## src/rtl/mips_pkg.sv

```systemverilog
// Shared definitions for the MIPS fetch stage: bubble encoding, PC step, FSM states.
// Pure declarations, no logic, no latency.
// Not applicable to backpressure; consumers apply their own handshakes.
package mips_pkg;

  // sll $0,$0,0 encodes as all zeros and is the canonical pipeline bubble
  localparam logic [31:0] NOP_INST = 32'h0000_0000;

  // Sequential fetch advances one 32-bit word
  localparam logic [31:0] PC_STEP = 32'd4;

  // REQ  : request outstanding at pc, waiting for memory
  // DRAIN: redirect pending, finishing the request already on the bus
  // HOLD : fetched word parked in the buffer while IF/ID is stalled
  typedef enum logic [1:0] {
    REQ   = 2'd0,
    DRAIN = 2'd1,
    HOLD  = 2'd2
  } fetch_state_t;

  // Sequential successor address; wraps silently at 2^32
  function automatic logic [31:0] next_pc(input logic [31:0] pc);
    return pc + PC_STEP;
  endfunction

endpackage

```

## src/rtl/if_fetch_unit_if.sv

```systemverilog
// Instruction-memory request bus between the fetch unit and instruction memory.
// Combinational bundle, no latency of its own.
// req/ready handshake: addr held while req=1 and ready=0; ready may rise in the request cycle.
interface if_fetch_unit_if;

  logic        imem_req;
  logic [31:0] imem_addr;
  logic        imem_ready;
  logic [31:0] imem_rdata;

  // Fetch unit side: issues the request, consumes the response
  modport master (
    output imem_req,
    output imem_addr,
    input  imem_ready,
    input  imem_rdata
  );

  // Memory side: observes the request, returns data with ready
  modport slave (
    input  imem_req,
    input  imem_addr,
    output imem_ready,
    output imem_rdata
  );

endinterface

```

## src/rtl/if_fetch_unit.sv

```systemverilog
// MIPS IF stage: owns the PC, fetches over the imem bus, feeds the IF/ID register.
// Latency: IF_ID_Inst appears in the cycle imem_ready rises (zero-bubble on same-cycle ready).
// Backpressure: hazard parks a returned word in a one-entry buffer and stops requesting until released.
module if_fetch_unit #(
  parameter logic [31:0] RESET_PC = 32'h0000_0000,
  parameter logic [31:0] NOP_INST = 32'h0000_0000
) (
  input  logic                    clk,
  input  logic                    reset,
  input  logic                    hazard,
  input  logic                    branch_taken,
  input  logic [31:0]             branch_target,
  if_fetch_unit_if.master         imem,
  output logic [31:0]             IF_ID_Inst,
  output logic [31:0]             IF_ID_NewPC
);

  import mips_pkg::*;

  fetch_state_t state_q, state_d;
  logic [31:0]  pc_q, pc_d;
  logic [31:0]  buf_inst_q, buf_inst_d;
  logic [31:0]  buf_newpc_q, buf_newpc_d;
  logic [31:0]  redir_pc_q, redir_pc_d;
  logic [31:0]  pc_plus4;

  assign pc_plus4 = next_pc(pc_q);

  // The address bus always reflects pc; pc only moves when a request completes
  // or while no request is outstanding, so the address is stable mid-request.
  assign imem.imem_addr = pc_q;

  // Next-state, PC update and IF/ID drive; priority is reset > branch > hazard > advance
  always_comb begin
    state_d         = state_q;
    pc_d            = pc_q;
    buf_inst_d      = buf_inst_q;
    buf_newpc_d     = buf_newpc_q;
    redir_pc_d      = redir_pc_q;
    imem.imem_req   = 1'b1;
    IF_ID_Inst      = NOP_INST;
    IF_ID_NewPC     = pc_plus4;

    case (state_q)
      REQ: begin
        if (imem.imem_ready) begin
          if (branch_taken) begin
            // Wrong-path word: drop it and restart at the target
            pc_d = branch_target;
          end else if (!hazard) begin
            IF_ID_Inst  = imem.imem_rdata;
            IF_ID_NewPC = pc_plus4;
            pc_d        = pc_plus4;
          end else begin
            // IF/ID is frozen: park the word so it is presented exactly once later
            buf_inst_d  = imem.imem_rdata;
            buf_newpc_d = pc_plus4;
            pc_d        = pc_plus4;
            state_d     = HOLD;
          end
        end else if (branch_taken) begin
          // Cannot retarget a live request; remember the target and let it finish
          redir_pc_d = branch_target;
          state_d    = DRAIN;
        end
      end

      DRAIN: begin
        if (imem.imem_ready) begin
          // Youngest redirect wins, including one arriving with the final ready
          pc_d    = branch_taken ? branch_target : redir_pc_q;
          state_d = REQ;
        end else if (branch_taken) begin
          redir_pc_d = branch_target;
        end
      end

      HOLD: begin
        imem.imem_req = 1'b0;
        if (branch_taken) begin
          // Buffered word is on the wrong path; pc already points past it
          pc_d    = branch_target;
          state_d = REQ;
        end else begin
          IF_ID_Inst  = buf_inst_q;
          IF_ID_NewPC = buf_newpc_q;
          if (!hazard) begin
            // IF/ID takes the buffer on this edge; resume at the following word
            state_d = REQ;
          end
        end
      end

      default: begin
        state_d = REQ;
      end
    endcase

    // Reset abandons any transaction; a same-cycle ready must not reach IF/ID
    if (reset) begin
      imem.imem_req = 1'b1;
      IF_ID_Inst    = NOP_INST;
      IF_ID_NewPC   = pc_plus4;
    end
  end

  // State, PC and buffer registers with synchronous reset
  always_ff @(posedge clk) begin
    if (reset) begin
      state_q     <= REQ;
      pc_q        <= RESET_PC;
      buf_inst_q  <= 32'h0000_0000;
      buf_newpc_q <= 32'h0000_0000;
      redir_pc_q  <= 32'h0000_0000;
    end else begin
      state_q     <= state_d;
      pc_q        <= pc_d;
      buf_inst_q  <= buf_inst_d;
      buf_newpc_q <= buf_newpc_d;
      redir_pc_q  <= redir_pc_d;
    end
  end

endmodule
```

## src/flat_wrapper.sv

```systemverilog
// flat-port wrapper written by rule: the top's interface ports become plain ports
module if_fetch_unit_flat import mips_pkg::*;
#(
  parameter logic [31:0] RESET_PC = 32'h0000_0000,
  parameter logic [31:0] NOP_INST = 32'h0000_0000
)
  (clk, reset, hazard, branch_taken, branch_target, IF_ID_Inst, IF_ID_NewPC, imem_imem_req, imem_imem_addr, imem_imem_ready, imem_imem_rdata);
  if_fetch_unit_if imem_i ();
  input  logic clk;
  input  logic reset;
  input  logic hazard;
  input  logic branch_taken;
  input  logic [31:0] branch_target;
  output logic [31:0] IF_ID_Inst;
  output logic [31:0] IF_ID_NewPC;
  output wire logic [$bits(imem_i.imem_req)-1:0] imem_imem_req;
  output wire logic [$bits(imem_i.imem_addr)-1:0] imem_imem_addr;
  input wire logic [$bits(imem_i.imem_ready)-1:0] imem_imem_ready;
  input wire logic [$bits(imem_i.imem_rdata)-1:0] imem_imem_rdata;
  assign imem_imem_req = imem_i.imem_req;
  assign imem_imem_addr = imem_i.imem_addr;
  assign imem_i.imem_ready = imem_imem_ready;
  assign imem_i.imem_rdata = imem_imem_rdata;
  if_fetch_unit #(.RESET_PC(RESET_PC), .NOP_INST(NOP_INST)) u_core (.clk(clk), .reset(reset), .hazard(hazard), .branch_taken(branch_taken), .branch_target(branch_target), .imem(imem_i), .IF_ID_Inst(IF_ID_Inst), .IF_ID_NewPC(IF_ID_NewPC));
endmodule
```

## config.mk

```make
export PLATFORM = sky130hd
export DESIGN_NAME = if_fetch_unit_flat
export DESIGN_NICKNAME = d
export VERILOG_FILES = /design/src/rtl/mips_pkg.sv /design/src/rtl/if_fetch_unit_if.sv /design/src/rtl/if_fetch_unit.sv /design/src/flat_wrapper.sv
export SDC_FILE = /design/constraint.sdc
export NUM_CORES = 1
export LEC_CHECK = 0
export ABC_AREA = 1
export CAP_MARGIN = 20
export CORE_UTILIZATION = 53
export CTS_BUF_LIST = sky130_fd_sc_hd__clkbuf_4 sky130_fd_sc_hd__clkbuf_8
export DETAILED_ROUTE_END_ITERATION = 12
export GPL_TIMING_DRIVEN = 0
export PLACE_DENSITY = 0.83
export REMOVE_ABC_BUFFERS = 1
export SYNTH_ARGS = -nofsm -noshare
export SYNTH_HDL_FRONTEND = slang
export SYNTH_SLANG_ARGS = --single-unit
```

## constraint.sdc

```tcl
create_clock -name clk -period 2.2 [get_ports clk]
set_input_delay 0.22 -clock clk [delete_from_list [all_inputs] [get_ports clk]]
set_output_delay 0.22 -clock clk [all_outputs]
set_load 0.05 [all_outputs]
```

After elaboration in Yosys (flattened, before gate mapping)
Cells that the tools add are included.

$add $sub $neg: 1. Equality and inequality tests: 9. Multiplexer cells: 25. Bitwise logic cells: 2. Reductions and logical operators: 7.

Operators by type and width (number): 32-bit two-way mux (13); 32-bit case mux with 3 select lines (1); 32-bit case mux with 2 select lines (1); 32-bit by 3-bit adder with 32-bit output (second input constant) (1); 2-bit two-way mux (7); 3-bit != test (second input constant) (4); 4-bit AND reduction (2); 2-bit != test (second input constant) (3); 2-bit case mux with 3 select lines (1); 5-bit AND reduction (1); 3-bit nonzero test (1); 2-bit by 1-bit equality test with 1-bit output (second input constant) (1); 2-bit equality test (second input constant) (1); 2-bit zero test (1); 1-bit two-way mux (2); 1-bit inverter (2); 2-bit AND reduction (1); 2-bit OR reduction (1).

Bits in registers: 130. Logic and storage cells: 49.

Depth between registers and ports, before layout
Word-level depth: 5. Depth in mapped cells: 12.

Least setup slack after synthesis
OpenSTA, ideal clock, no wires.

Kind: register to output. Start point: register u_core.pc_q[2], in the netlist u_core.imem.imem_addr[2]. End point: output IF_ID_NewPC[12]. Arrival: 2804 ps. Data required time: 1980 ps. Path slack: -824 ps. Stages on the path, launching flop included: 9. Path through: dfxtp_1 ha_1 nand2_2 nor2_4 nand2_4 nor2_4 xor2_1 inv_1 o21ai_0.

Longest elaborated chain between the ends: 4.

Ends and longest elaborated chain: start: declaration (line if_fetch_unit.sv:21) `logic [31:0] pc_q, pc_d;`; start signal: assignment (line if_fetch_unit.sv:117) `pc_q <= pc_d;`; 32-bit by 3-bit adder with 32-bit output * (line mips_pkg.sv:23) `return pc + PC_STEP;`; 32-bit two-way mux (line if_fetch_unit.sv:80) `if (branch_taken) begin`; 32-bit two-way mux; 32-bit two-way mux * (line if_fetch_unit.sv:100) `if (reset) begin`; end: declaration (line flat_wrapper.sv:15) `output logic [31:0] IF_ID_NewPC;`.

Every way passes the cells marked *; elsewhere a longest branch is shown, timed or not.

Worst setup path in the final report
Start point: register u_core.state_q[0]. End point: output IF_ID_Inst[30].

Longest elaborated chain between the ends: 3. Elaborated cells on any way between the ends: 4. Those cells by class: 1 x eq/ne; 2 x mux; 1 x reduce/logical.

Ends and longest elaborated chain: start: declaration (line if_fetch_unit.sv:20) `fetch_state_t state_q, state_d;`; start signal: assignment (line if_fetch_unit.sv:116) `state_q <= state_d;`; 2-bit equality test / 2-bit zero test (equally long branches) (line if_fetch_unit.sv:44) `case (state_q)`; 32-bit case mux with 2 select lines * (line if_fetch_unit.sv:44); 32-bit two-way mux * (line if_fetch_unit.sv:100); end: declaration (line flat_wrapper.sv:14) `output logic [31:0] IF_ID_Inst;`.

Marked as above.

==> impl_table.tex <==
\begin{tabular}{lr}
\hline
Metric & Value \\
\hline
\multicolumn{2}{l}{\textbf{STA}} \\
Post-route setup slack & -0.389 ns \\
Worst-case headroom to the max-slew limit & 41.0\% \\
Final critical-path required period & 2.59 ns \\
Setup repair after global routing missed its margin & yes \\
Transition time of the tightest slew-check pin & 0.881 ns \\
Final-layout setup total negative slack & -10.62 ns \\
Final count of negative-setup-slack endpoints & 68 \\
Maximum clock rate & 0.386 GHz \\
Hold violation count in the final report & 0 \\
Fin. max-slew vios & 0 \\
Share of the clock period used by the worst path & 118\% \\
Worst Skew & 0.0183 ns \\
\multicolumn{2}{l}{\textbf{Clock network}} \\
Sinks on the clock net & 130 \\
CTS clock-pin slew for the worst setup and hold paths & 0.09 ns \\
TritonCTS clock tree & done \\
H-tree levels & 4 \\
Clock insertion delay at the later pin of the skew report & 0.48 ns \\
Buffer cell driving the clock tree root & sky130\_fd\_sc\_hd\_\_clkbuf\_8 \\
Number of buffers created by CTS & 17 \\
Largest buffer count on any clock path & 2 \\
Number of buffers added to fix hold violations after cts & 0 \\
\multicolumn{2}{l}{\textbf{Synth}} \\
Count of yosys warnings during synthesis & 0 \\
Most area-consuming cells after synthesis & sky130\_fd\_sc\_hd\_\_dfxtp\_1 34\%, sky130\_fd\_sc\_hd\_\_nand2\_1 15\%, sky130\_fd\_sc\_hd\_\_o21ai\_0 12\% \\
Most used flip-flop cell after synthesis & sky130\_fd\_sc\_hd\_\_dfxtp\_1 \\
Area leader, netlist & sky130\_fd\_sc\_hd\_\_dfxtp\_1 \\
Number of synthesized flops with an enable pin & 0 \\
Cell area after synthesis & 7700 sq um \\
Number of different library cells in the post-synthesis netlist & 32 \\
Most used standard cell by instance count after synthesis & sky130\_fd\_sc\_hd\_\_nand2\_1 \\
Yosys reg bits & 130 \\
Share of Yosys cell area claimed by the top area cell type & 33.8\% \\
Sequential share of the synthesized area & 33.8\% \\
Mean instance size in the synthesized netlist & 6.26 sq um \\
Share of flip-flops with an asynchronous set or reset & 0\% \\
Count of mapped cells out of synthesis & 1230 \\
Most frequent cells after synthesis & 310 x sky130\_fd\_sc\_hd\_\_nand2\_1, 179 x sky130\_fd\_sc\_hd\_\_o21ai\_0, 175 x sky130\_fd\_sc\_hd\_\_a21oi\_1, 130 x sky130\_fd\_sc\_hd\_\_dfxtp\_1, 110 x sky130\_fd\_sc\_hd\_\_nor2\_1 \\
\multicolumn{2}{l}{\textbf{Die}} \\
Core area & 14000 sq um \\
Starting utilization of the core area & 54.8\% \\
Chip Width & 123 um \\
Die extent in y & 123 um \\
Site Rows & 43 \\
I/O pin cnt & 166 \\
Floorplan die area & 15000 sq um \\
\multicolumn{2}{l}{\textbf{Cells and area}} \\
Number of inserted filler cells in the final layout & 695 \\
Post-Layout Inst Area & 11900 sq um \\
Inserted Diodes & 0 \\
Area added between synthesis and finish & 54.2\% \\
Number of nets in the layout & 1485 \\
Fraction of layout instances using a drive strength above 1 & 29.2\% \\
\multicolumn{2}{l}{\textbf{Global routing}} \\
Pin count of the biggest net entering global routing & 105 \\
Antenna violations before repair & 0 \\
Wire length of the first global-routing pass & 43600 um \\
Number of global-route vias before repair & 8776 \\
Overall fraction of global-route tracks in use & 37.1\% \\
Remaining global-route overflow & 0 \\
\multicolumn{2}{l}{\textbf{Placed design}} \\
HPWL after detailed placement & 15000 um \\
Area after detailed placement & 9450 sq um \\
Final estimated routing congestion in global placement & 0.908 \\
Count of input and output buffers & 165 \\
\multicolumn{2}{l}{\textbf{Routing}} \\
Residual DRC & 0 \\
Met3 WL & 4520 um \\
Top routing layer in use & met4 \\
Final wirelength & 35000 um \\
Total iterations of the first detailed-routing run & 7 \\
Via density per instance & 6.41 \\
Met2 WL & 15600 um \\
Via count & 10.3k \\
Drt first-iter violations & 1618 \\
DR WL/cell & 21.8 um \\
Post-DRT Antenna Nets & 0 \\
Met1 wire length & 12000 um \\
\multicolumn{2}{l}{\textbf{Worst hold path}} \\
Worst hold-check path type & in2reg \\
\multicolumn{2}{l}{\textbf{Worst setup path}} \\
Classification of the worst setup path & reg2out \\
Arrival @ worst endpoint & 2.37 ns \\
Largest delay share family, worst path & buffers and inverters \\
Cell with the largest stage delay on the worst path & sky130\_fd\_sc\_hd\_\_dfxtp\_2 \\
Cells traversed along the worst timing path & inv\_2 > buf\_4 > ha\_4 > nand2\_8 > inv\_16 > nand4\_1 > a21oi\_4 > buf\_6 \\
Maximum net fanout on the critical path & 17 \\
Buffers and inverters on the worst path & 4 \\
Data required time of the worst path & 1.98 ns \\
Max stage delay on crit path & 0.33 ns \\
Setup crit start kind & flip-flop \\
Critical Path End Type & primary output \\
\multicolumn{2}{l}{\textbf{Power}} \\
Static Leakage & 0.00514 uW \\
Ratio of total power to cell area & 1360 nW/um\^{}2 \\
Max rail drop VDD & 1000 uV \\
\multicolumn{2}{l}{\textbf{Outcome}} \\
Violations in the final reports & setup timing \\
Status & finished with violations \\
\multicolumn{2}{l}{\textbf{Flow run}} \\
Max cap viols & 0 \\
\hline
\end{tabular}
## flip-flops by register name, indices dropped and copies added (netlist names)
| register | flops |
|---|---|
| u_core.buf_inst_q | 32 |
| u_core.buf_newpc_q | 32 |
| u_core.imem.imem_addr | 32 |
| u_core.redir_pc_q | 32 |
| u_core.state_q | 2 |
## layout by cell type, fill, tap and decap left out, types with 3 or more instances in the layout
cell,n
sky130_fd_sc_hd__a21oi_1,143
sky130_fd_sc_hd__a21oi_2,34
sky130_fd_sc_hd__a21oi_4,3
sky130_fd_sc_hd__a31oi_1,8
sky130_fd_sc_hd__and2_4,4
sky130_fd_sc_hd__buf_12,6
sky130_fd_sc_hd__buf_16,13
sky130_fd_sc_hd__buf_2,3
sky130_fd_sc_hd__buf_4,48
sky130_fd_sc_hd__buf_6,70
sky130_fd_sc_hd__buf_8,3
sky130_fd_sc_hd__bufinv_16,5
sky130_fd_sc_hd__clkbuf_16,3
sky130_fd_sc_hd__clkbuf_8,22
sky130_fd_sc_hd__clkdlybuf4s50_1,99
sky130_fd_sc_hd__clkinvlp_4,8
sky130_fd_sc_hd__dfxtp_1,102
sky130_fd_sc_hd__dfxtp_2,12
sky130_fd_sc_hd__dfxtp_4,16
sky130_fd_sc_hd__ha_4,4
sky130_fd_sc_hd__inv_1,93
sky130_fd_sc_hd__inv_2,6
sky130_fd_sc_hd__nand2_1,239
sky130_fd_sc_hd__nand2_2,47
sky130_fd_sc_hd__nand2_4,29
sky130_fd_sc_hd__nand2_8,4
sky130_fd_sc_hd__nand3_1,18
sky130_fd_sc_hd__nand3b_1,5
sky130_fd_sc_hd__nand4_1,32
sky130_fd_sc_hd__nor2_1,99
sky130_fd_sc_hd__nor2_2,11
sky130_fd_sc_hd__nor2_4,12
sky130_fd_sc_hd__o21ai_0,152
sky130_fd_sc_hd__o21ai_1,7
sky130_fd_sc_hd__o21ai_2,14
sky130_fd_sc_hd__o21ai_4,12
sky130_fd_sc_hd__xnor2_2,3
sky130_fd_sc_hd__xor2_1,3
sky130_fd_sc_hd__xor2_2,7
## area by class of cell
class / count / area (sq um) / area share, %
Clock buffer: 22 / 303 / 2.55
Clock inverter: 9 / 175 / 1.48
Inverter: 108 / 477 / 4.02
Multi-Input combinational cell: 903 / 5200 / 43.8
Sequential cell: 130 / 2680 / 22.6
Tap cell: 180 / 225 / 1.90
Timing Repair Buffer: 247 / 2770 / 23.3
Timing Repair inverter: 5 / 48.8 / 0.411
## per-layer routing
metal	GRT usage, %	vias to the layer above
met2	59.5	888
met4	22.2	0
met1	45.3	4679
li1	-	4389
met3	8.36	321
met5	0	-
## tightest hold or removal path, stage by stage
cell and delay [ns]:
sky130_fd_sc_hd__buf_6 0.18, sky130_fd_sc_hd__clkbuf_16 0.24, sky130_fd_sc_hd__a21oi_1 0.11
## logic make-up after synthesis
family	Yosys count	synth area share (%)
flip-flops	130	33.8
buffers and inverters	199	10.2
AO/OA/AOI/OAI	376	24.9
XOR/XNOR	15	2.10
adder cells (fa/ha/maj)	4	0.650
AND/OR/NAND/NOR	506	28.3
## per-stage QoR
stage | cells | hold WS, ns | setup WS (ns) | util [%] | power (uW)
4_1_cts | 1574 | 0.334 | -0.145 | 77.0 | 14600
5_1_grt | 1604 | 0.327 | -0.514 | 84.5 | 16700
3_3_place_gp | 1484 | 0.453 | -5.07 | 65.5 | 10600
2_1_floorplan | 1139 | 0.289 | -2.06 | - | 8310
6_report | 1604 | 0.328 | -0.389 | 84.5 | 16200
3_5_place_dp | 1494 | 0.461 | -2.36 | 67.3 | 11000
## repair_timing
| item | CTS | global route |
|---|---|---|
| gates cloned | 9 | 7 |
| endpoints found under the setup margin | 163 | 101 |
| buffers inserted | 40 | 25 |
| pin swaps | 30 | 62 |
| hold endpoints to repair | 0 | 0 |
| gates resized for setup | 585 | 235 |
## path summary, 6_finish.rpt
kind / start / end / slack, ns / depth (start not counted)
worst max-delay path: u_core.state_q[0] / IF_ID_Inst[30] / -0.39 / 8
worst min-delay path: reset / u_core.buf_newpc_q[4] / 0.33 / 3
worst max register to register: u_core.state_q[1] / u_core.imem.imem_addr[22] / -0.21 / 6
worst min register to register: u_core.buf_newpc_q[3] / u_core.buf_newpc_q[3] / 0.48 / 2
## where the power goes
part	internal (uW)	leakage, uW	total, uW	switching [uW]
clock network	1490	0.000237	2540	1040
logic	3490	0.00382	9800	6310
registers	3060	0.00108	3860	796
total	8040	0.00514	16200	8150
No activity file was read; power rests on OpenSTA's default activity.
